$ cat src/rtl/alarm_clock_fsm_pkg.sv
// Shared definitions for the alarm clock mode controller: key codes, timeout and state encodings.
package alarm_clock_fsm_pkg;

    localparam logic [3:0] NOKEY_CODE       = 4'hA;
    localparam int         TIMEOUT_SEC_DFLT = 10;

    typedef enum logic [2:0] {
        SHOW_TIME        = 3'd0,
        KEY_STORED       = 3'd1,
        KEY_WAITED       = 3'd2,
        KEY_ENTRY        = 3'd3,
        SHOW_ALARM       = 3'd4,
        SET_ALARM_TIME   = 3'd5,
        SET_CURRENT_TIME = 3'd6
    } state_t;

    function automatic logic key_pressed(input logic [3:0] key, input logic [3:0] nokey);
        return (key != nokey);
    endfunction

endpackage

$ cat src/rtl/alarm_clock_fsm_timer.sv
// Inactivity timer for key entry: counts one_second pulses while enabled and flags the final one.
module key_timeout_timer #(
    parameter int TIMEOUT_SEC = 10
) (
    input  logic clock,
    input  logic reset,
    input  logic clear,
    input  logic enable,
    input  logic one_second,
    output logic timeout
);

    localparam int               TW    = $clog2(TIMEOUT_SEC + 1);
    localparam logic [TW-1:0]    TMAX  = TW'(TIMEOUT_SEC);
    localparam logic [TW-1:0]    TLAST = TW'(TIMEOUT_SEC - 1);

    logic [TW-1:0] timer_q;
    logic [TW-1:0] timer_d;

    // Next timer value: clear wins, otherwise count seconds up to a saturating ceiling.
    always_comb begin
        timer_d = timer_q;
        if (clear) begin
            timer_d = '0;
        end else if (enable && one_second && (timer_q != TMAX)) begin
            timer_d = timer_q + TW'(1);
        end else begin
            timer_d = timer_q;
        end
    end

    // Timer register.
    always_ff @(posedge clock or negedge reset) begin
        if (!reset) begin
            timer_q <= '0;
        end else begin
            timer_q <= timer_d;
        end
    end

    assign timeout = enable && one_second && (timer_q == TLAST);

endmodule

$ cat src/rtl/alarm_clock_fsm.sv
// Mode controller for the alarm clock display path: keypad entry, alarm/time loading, LCD source select.
module alarm_clock_fsm
    import alarm_clock_fsm_pkg::*;
#(
    parameter int         TIMEOUT_SEC = TIMEOUT_SEC_DFLT,
    parameter logic [3:0] NOKEY       = NOKEY_CODE
) (
    input  logic       clock,
    input  logic       reset,
    input  logic       one_second,
    input  logic [3:0] key,
    input  logic       alarm_button,
    input  logic       time_button,
    output logic       shift,
    output logic       load_new_a,
    output logic       load_new_c,
    output logic       show_a,
    output logic       show_new_time
);

    state_t state_q;
    state_t state_d;
    logic   shift_q;
    logic   load_new_a_q;
    logic   load_new_c_q;
    logic   show_a_q;
    logic   show_new_time_q;
    logic   timer_clear_s;
    logic   timer_enable_s;
    logic   timeout_s;
    logic   pressed_s;

    assign pressed_s      = key_pressed(key, NOKEY);
    assign timer_clear_s  = (state_q == KEY_STORED);
    assign timer_enable_s = (state_q == KEY_WAITED) || (state_q == KEY_ENTRY);

    key_timeout_timer #(
        .TIMEOUT_SEC (TIMEOUT_SEC)
    ) u_timer (
        .clock      (clock),
        .reset      (reset),
        .clear      (timer_clear_s),
        .enable     (timer_enable_s),
        .one_second (one_second),
        .timeout    (timeout_s)
    );

    // Next-state decode; branch order within each state is the event priority.
    always_comb begin
        state_d = state_q;
        case (state_q)
            SHOW_TIME: begin
                if (pressed_s)         state_d = KEY_STORED;
                else if (alarm_button) state_d = SHOW_ALARM;
                else                   state_d = SHOW_TIME;
            end
            KEY_STORED:       state_d = KEY_WAITED;
            KEY_WAITED: begin
                if (!pressed_s)        state_d = KEY_ENTRY;
                else if (timeout_s)    state_d = SHOW_TIME;
                else                   state_d = KEY_WAITED;
            end
            KEY_ENTRY: begin
                if (pressed_s)         state_d = KEY_STORED;
                else if (alarm_button) state_d = SET_ALARM_TIME;
                else if (time_button)  state_d = SET_CURRENT_TIME;
                else if (timeout_s)    state_d = SHOW_TIME;
                else                   state_d = KEY_ENTRY;
            end
            SHOW_ALARM: begin
                if (!alarm_button)     state_d = SHOW_TIME;
                else                   state_d = SHOW_ALARM;
            end
            SET_ALARM_TIME:   state_d = SHOW_TIME;
            SET_CURRENT_TIME: state_d = SHOW_TIME;
            default:          state_d = SHOW_TIME;
        endcase
    end

    // State register; outputs are decoded from the next state so they track state_q exactly.
    always_ff @(posedge clock or negedge reset) begin
        if (!reset) begin
            state_q         <= SHOW_TIME;
            shift_q         <= 1'b0;
            load_new_a_q    <= 1'b0;
            load_new_c_q    <= 1'b0;
            show_a_q        <= 1'b0;
            show_new_time_q <= 1'b0;
        end else begin
            state_q         <= state_d;
            shift_q         <= (state_d == KEY_STORED);
            load_new_a_q    <= (state_d == SET_ALARM_TIME);
            load_new_c_q    <= (state_d == SET_CURRENT_TIME);
            show_a_q        <= (state_d == SHOW_ALARM);
            show_new_time_q <= (state_d == KEY_STORED) || (state_d == KEY_WAITED) ||
                               (state_d == KEY_ENTRY);
        end
    end

    assign shift         = shift_q;
    assign load_new_a    = load_new_a_q;
    assign load_new_c    = load_new_c_q;
    assign show_a        = show_a_q;
    assign show_new_time = show_new_time_q;

endmodule

$ cat config.mk
export PLATFORM = sky130hd
export DESIGN_NAME = alarm_clock_fsm
export DESIGN_NICKNAME = d
export VERILOG_FILES = /design/src/rtl/alarm_clock_fsm_pkg.sv /design/src/rtl/alarm_clock_fsm_timer.sv /design/src/rtl/alarm_clock_fsm.sv
export SDC_FILE = /design/constraint.sdc
export NUM_CORES = 1
export LEC_CHECK = 0
export ABC_AREA = 1
export CAP_MARGIN = 5
export CORE_MARGIN = 2
export CORE_UTILIZATION = 50
export CTS_CLUSTER_DIAMETER = 60
export DETAILED_ROUTE_END_ITERATION = 10
export PLACE_DENSITY = 0.78
export SLEW_MARGIN = 20
export SYNTH_ARGS = -nofsm -noshare
export SYNTH_HDL_FRONTEND = slang
export SYNTH_SLANG_ARGS = --single-unit
$ cat constraint.sdc
create_clock -name clock -period 3.8 [get_ports clock]
set_input_delay 1.14 -clock clock [delete_from_list [all_inputs] [get_ports clock]]
set_output_delay 1.14 -clock clock [all_outputs]
set_load 0.02 [all_outputs]
==> results.py, run 1 <==
metrics = {
    "global_routing": {
        "antenna_found_initial": 0,
        "grt_max_degree": 13,
        "grt.overflow.total": 0,
        "grt_pass1_wl_mm": 2.11,
        "grt_pass1_vias": 546,
        "grt_usage_pct": 19.9,
    },
    "finish": {
        "diodes": 0,
        "fin_util_pct": 67.4,
        "layout.nets": 123,
        "final_cell_mix": "20 x nand2_1, 15 x inv_1, 13 x nor2_1, 13 x clkdlybuf4s50_1, 12 x dfrtp_1",
        "final_common_cell": "nand2_1",
        "syn_to_final_growth_pct": 26.8,
        "fillerInstances": 120,
        "drive_gt1_share_pct": 15.5,
    },
    "synth": {
        "ys_types": 17,
        "netlist_area_um2": 692,
        "synth_top_family_by_area": "simple AND/OR/NAND/NOR gates",
        "ys_seq_area_share_pct": 43.4,
        "synth_enable_flop_cells": 0,
        "syn_nets": 105,
        "synthArstFlopShare_pct": 100,
        "ys_seq_elements": 12,
        "yosysWarnings": 0,
        "synth_cells": 93,
        "yosys_most_used_dff": "dfrtp_1",
        "muxShareOfSynthArea_pct": 0,
        "synth-simple-area-share_pct": 37.1,
        "synth_fa_ha_area_share_pct": 5.42,
        "synth_area_per_cell_um2": 7.44,
        "synth_xor_area_share_pct": 0,
        "synth_compound_area_share_pct": 3.80,
    },
    "power": {
        "vdd_ir_drop_max_uv": 376,
        "power.density_nw_per_um2": 579,
        "p_leak_nw": 0.446,
        "power.total_mw": 0.508,
    },
    "clock_tree": {
        "cts_tree": "done",
        "cts-root-buf": "clkbuf_4",
        "clk_latency_ns": 0.27,
        "cts_made_buffers": 3,
        "cts_buffer_depth": 2,
        "cts.htree.levels": 1,
        "hold_buffers": 0,
        "clk_pin_slew_ns": 0.07,
        "post_cts_resized": 0,
        "postCtsSetupBuffers": 0,
        "cts.sinks": 12,
    },
    "setup_path": {
        "cp-end-kind": "output port",
        "crit_chain": "clkdlybuf4s50_1",
        "critical_path.startpoint_type": "register",
        "cp_data_arrival_time_ns": 1.20,
        "worst_path_max_delay_cell": "clkdlybuf4s50_1",
        "cp.required_ns": 2.66,
        "crit_fanout": 1,
        "criticalPathCategory": "reg -> out",
        "cp_top_family": "buffers and inverters",
        "crit_buf_inv": 1,
        "slowest_delay_ns": 0.60,
    },
    "timing": {
        "max_freq_mhz": 428,
        "rsz0062_at_grt": "false",
        "period_needed_ns": 2.34,
        "fin_crit_sh_pct": 61.5,
        "worst_slack_ns": 1.46,
        "setup_viol": 0,
        "fin_skew_ns": 0.00410,
        "tns_ns": 0,
        "whs_ns": 0.594,
        "worst_slew_pin_slew_ns": 0.528,
        "slew_viol_final": 0,
        "relSlewSlack_pct": 64.7,
        "hold_viol_final": 0,
    },
    "floorplan": {
        "placementRows": 13,
        "core_um2": 1300,
        "start_util_pct": 53.2,
        "pin_count": 14,
        "die_h_um": 41.2,
        "fp.dieW_um": 41.2,
        "die_area_um2": 1700,
    },
    "routing": {
        "drcViolationCount": 0,
        "route.vias.total": 593,
        "drt_first_pass_iters": 3,
        "ant_nets": 0,
        "drtIter0Drc": 6,
        "wl_mm": 1.28,
        "wl_per_cell_um": 10.3,
        "viasPerCell": 4.74,
    },
    "flow_run": {
        "max_cap_violations": 0,
    },
    "worst_hold_path": {
        "min-delay-path-class": "reg -> reg",
    },
    "place": {
        "place.gp.congestion": 0.824,
        "hpwl_mm": 1.03,
        "place_ws_ns": 1.39,
        "io_buffer_count": 13,
    },
    "run_status": {
        "status": "completed",
    },
}
-- where the power goes --
| group | total (mW) | internal [mW] | switching, mW |
|---|---|---|---|
| clock network | 0.0992 | 0.0582 | 0.0410 |
| logic | 0.218 | 0.0822 | 0.136 |
| registers | 0.190 | 0.162 | 0.0288 |
-- through the flow --
step / cell area [um2] / instances
after floorplan: 692 / 93
after global placement: 841 / 121
after detailed placement: 841 / 121
after CTS: 877 / 125
after global routing: 877 / 125
final: 877 / 125
-- flip-flops by register name (all words and copies together), names as in the netlist --
signal	flops
load_new_a	1
show_a	1
load_new_c	1
shift	1
show_new_time	1
u_timer.timer_q	4
state_q	3
-- cell usage after synthesis (2+ instances only) --
| library cell | instances | share of area (%) |
|---|---|---|
| dfrtp_1 | 12 | 43 |
| ha_1 | 3 | 5.4 |
| inv_1 | 15 | 8.1 |
| inv_2 | 4 | 2.2 |
| nand2_1 | 20 | 11 |
| nand2_2 | 2 | 1.8 |
| nand3_1 | 10 | 7.2 |
| nand3_2 | 3 | 4.3 |
| nor2_1 | 13 | 7.1 |
| nor2_2 | 3 | 2.7 |
| o21ai_0 | 2 | 1.4 |
-- routing by layer --
metal	GRT usage [%]	up-vias	part of all wire, %
li1	-	327	-
met1	20.6	259	45
met2	36.7	7	51
met3	8.15	0	3.5
met4	4.84	0	0
met5	0	-	0
-- worst paths after layout --
path / start / end / slack (ns) / cells past startpoint
max in group asynchronous: reset / state_q[0]$_DFF_PN0_ / 2.23 / 1
hold reg to reg: u_timer.timer_q[2]$_DFFE_PN0P_ / u_timer.timer_q[2]$_DFFE_PN0P_ / 0.59 / 3
hold / removal: u_timer.timer_q[2]$_DFFE_PN0P_ / u_timer.timer_q[2]$_DFFE_PN0P_ / 0.59 / 3
setup / recovery: show_new_time$_DFF_PN0_ / show_new_time / 1.46 / 1
setup reg to reg: u_timer.timer_q[1]$_DFFE_PN0P_ / show_new_time$_DFF_PN0_ / 2.38 / 11
min in group asynchronous: reset / u_timer.timer_q[3]$_DFFE_PN0P_ / 1.21 / 1
-- worst reg2reg max path: cells and delay by family, from the launching register on --
| family | cells | cell delay, ns |
|---|---|---|
| simple gates | 8 | 0.60 |
| flops | 1 | 0.42 |
| fa+ha+maj | 1 | 0.18 |
| buf+inv | 2 | 0.14 |
-- cell type report --
type | count | area [um2] | share of cell area, %
tap | 15 | 18.8 | 2.14
inverter | 19 | 71.3 | 8.13
timing repair buffer | 13 | 130 | 14.8
clock buffer | 4 | 36.3 | 4.14
sequential | 12 | 300 | 34.2
multi-input combinational | 62 | 320 | 36.5
-- cell families after synthesis --
group | after synthesis
compound gates | 5
fa+ha+maj | 3
buf+inv | 19
flops | 12
simple gates | 54
(Power assumes the default switching activity.)
==> run 2: changes to the inputs <==
Settings changed: CORE_UTILIZATION 50 to 48, PLACE_DENSITY 0.78 to 0.75.
Clock period 3.8 ns to 2.4 ns, I/O delays scaled along.
==> run 2 against run 1 <==
  * Total power is 53% higher
  * Clock power is 23% higher
  * Combinational power is 61% higher
  * Flip-flop and latch count is the same
  * Sequential power is 59% higher
  * Register-to-register slack got worse by 1.4 ns
  * Critical path type unchanged
  * Critical endpoint is now shift
  * Largest cell class unchanged
  * Largest power group unchanged
==> results.py, run 2 (same netlist as run 1, synthesis figures left out) <==
metrics = {
    "clock_tree": {
        "clk_pin_slew_ns": 0.08,
        "postCtsSetupBuffers": 0,
        "cts_buffer_depth": 2,
        "clk_latency_ns": 0.27,
        "cts.sinks": 12,
        "cts_made_buffers": 3,
        "hold_buffers": 0,
        "cts-root-buf": "clkbuf_4",
        "post_cts_resized": 0,
        "cts.htree.levels": 1,
        "cts_tree": "done",
    },
    "finish": {
        "diodes": 0,
        "multiInputGateArea_um2": 320,
        "layout.nets": 123,
        "syn_to_final_growth_pct": 24.8,
        "reg_top3": "u_timer.timer_q x4, state_q x3",
        "final_common_cell": "nand2_1",
        "largest_reg_flops": 4,
        "regMostFlops": "u_timer.timer_q",
        "stdcell_count": 124,
        "final_cell_mix": "20 x nand2_1, 15 x inv_1, 13 x nor2_1, 13 x clkdlybuf4s50_1, 12 x dfrtp_1",
        "drive_gt1_share_pct": 14.7,
        "regArea_um2": 300,
        "fillerInstances": 107,
    },
    "global_routing": {
        "grt_max_degree": 13,
        "top_usage_layer": "met2",
        "grt_pass1_vias": 583,
        "met3_usage_pct": 4.78,
        "antenna_found_initial": 0,
        "met1_usage_pct": 22.4,
        "met2_usage_pct": 30.9,
        "grt_pass1_wl_mm": 2.46,
        "grt_usage_pct": 18.2,
        "grt.overflow.total": 0,
    },
    "setup_path": {
        "slowest_delay_ns": 0.60,
        "startpoint": "shift$_DFF_PN0_",
        "criticalPathCategory": "reg -> out",
        "crit_fanout": 1,
        "rrSetupSlack_ns": 0.93,
        "cp.required_ns": 1.68,
        "reg2regPathDepth": 9,
        "critical_path_depth": 1,
        "reg2reg_to": "show_new_time$_DFF_PN0_",
        "cp_data_arrival_time_ns": 1.21,
        "critical_path.startpoint_type": "register",
        "cp-end-kind": "output port",
        "cp_top_family": "buffers and inverters",
        "worst_path_max_delay_cell": "clkdlybuf4s50_1",
        "crit_buf_inv": 1,
        "crit_chain": "clkdlybuf4s50_1",
        "endpoint": "shift",
        "r2r-start": "u_timer.timer_q[1]$_DFFE_PN0P_",
    },
    "flow_run": {
        "max_cap_violations": 0,
    },
    "place": {
        "hpwl_mm": 1.08,
        "dp_cells": 121,
        "place.gp.congestion": 0.827,
        "io_buffer_count": 13,
    },
    "routing": {
        "wl_mm": 1.34,
        "route.vias.total": 602,
        "ant_nets": 0,
        "wl_per_cell_um": 10.8,
        "drt_first_pass_iters": 4,
        "drcViolationCount": 0,
        "viasPerCell": 4.85,
        "drtIter0Drc": 8,
    },
    "timing": {
        "period_needed_ns": 1.93,
        "hold_viol_final": 0,
        "fin_crit_sh_pct": 80.2,
        "setup_viol": 0,
        "rsz0062_at_grt": "false",
        "tns_ns": 0,
        "fin_skew_ns": 0.00898,
        "worst_slew_pin_slew_ns": 0.553,
        "relSlewSlack_pct": 63.0,
        "max_freq_mhz": 519,
        "slew_viol_final": 0,
    },
    "run_status": {
        "status": "completed",
    },
    "power": {
        "power.density_nw_per_um2": 899,
        "vdd_ir_drop_max_uv": 568,
        "p_leak_nw": 0.439,
        "power.total_mw": 0.776,
    },
    "floorplan": {
        "start_util_pct": 52.5,
        "core_um2": 1320,
        "fp.dieW_um": 42.0,
        "die_area_um2": 1760,
        "die_h_um": 42.0,
        "pin_count": 14,
        "placementRows": 13,
    },
    "worst_hold_path": {
        "min-delay-path-class": "reg -> reg",
    },
}
-- run 2: cell types whose count changed in the layout (fill, tap and decap cells not counted), sizes merged --
cell and change:
clkbuf -1
-- run 2: where the power goes --
group,switching (mW),internal (mW),total [mW],leakage [nW]
clock,0.0639,0.0580,0.122,0.0138
combinational,0.221,0.131,0.352,0.268
sequential,0.0462,0.256,0.302,0.157
total,0.331,0.445,0.776,0.439
-- run 2: worst min-delay path by stage --
stage	end	from	cells after the start	slack, ns
floorplan	load_new_a$_DFF_PN0_	reset	0	0.42
finish	u_timer.timer_q[2]$_DFFE_PN0P_	u_timer.timer_q[2]$_DFFE_PN0P_	3	0.58
CTS	u_timer.timer_q[2]$_DFFE_PN0P_	u_timer.timer_q[2]$_DFFE_PN0P_	3	0.58
detailed placement	u_timer.timer_q[2]$_DFFE_PN0P_	u_timer.timer_q[2]$_DFFE_PN0P_	3	0.57
global route	u_timer.timer_q[2]$_DFFE_PN0P_	u_timer.timer_q[2]$_DFFE_PN0P_	3	0.61
global placement	u_timer.timer_q[2]$_DFFE_PN0P_	u_timer.timer_q[2]$_DFFE_PN0P_	3	0.56
-- run 2: metal layers --
layer	part of all wire [%]	up-vias
met2	51	16
li1	-	320
met1	44	266
met5	0	-
met4	0	0
met3	4.8	0
-- run 2: cell type report --
cell class / instances / share of cell area [%]
Multi-Input combinational cell: 62 / 37.1
Inverter: 19 / 8.26
Tap cell: 15 / 2.17
Sequential cell: 12 / 34.8
Clock buffer: 3 / 2.61
Timing Repair Buffer: 13 / 15.1
-- run 2: stage by stage --
stage	hold WS, ns	cell area (um2)	util (%)	worst slack [ns]
2_1_floorplan	0.424	692	-	0.962
3_3_place_gp	0.561	841	63.8	0.411
3_5_place_dp	0.571	841	63.8	0.391
4_1_cts	0.582	863	65.5	0.457
5_1_grt	0.610	863	65.5	0.441
6_report	0.580	863	65.5	0.474
==> run 3: changes to the inputs <==
Clock period 2.4 ns to 1.8 ns, I/O delays scaled along.
==> results of run 3 <==
Same layout as run 2 (identical final DEF). Status: completed.
Among the figures that moved: setup slack after placement 0.391 ns -> -0.0289 ns; setup slack after layout 0.474 ns -> 0.0543 ns; register-to-register setup slack 0.93 ns -> 0.33 ns; total power 0.776 mW -> 1.03 mW; worst IR drop on VDD 568 uV -> 757 uV
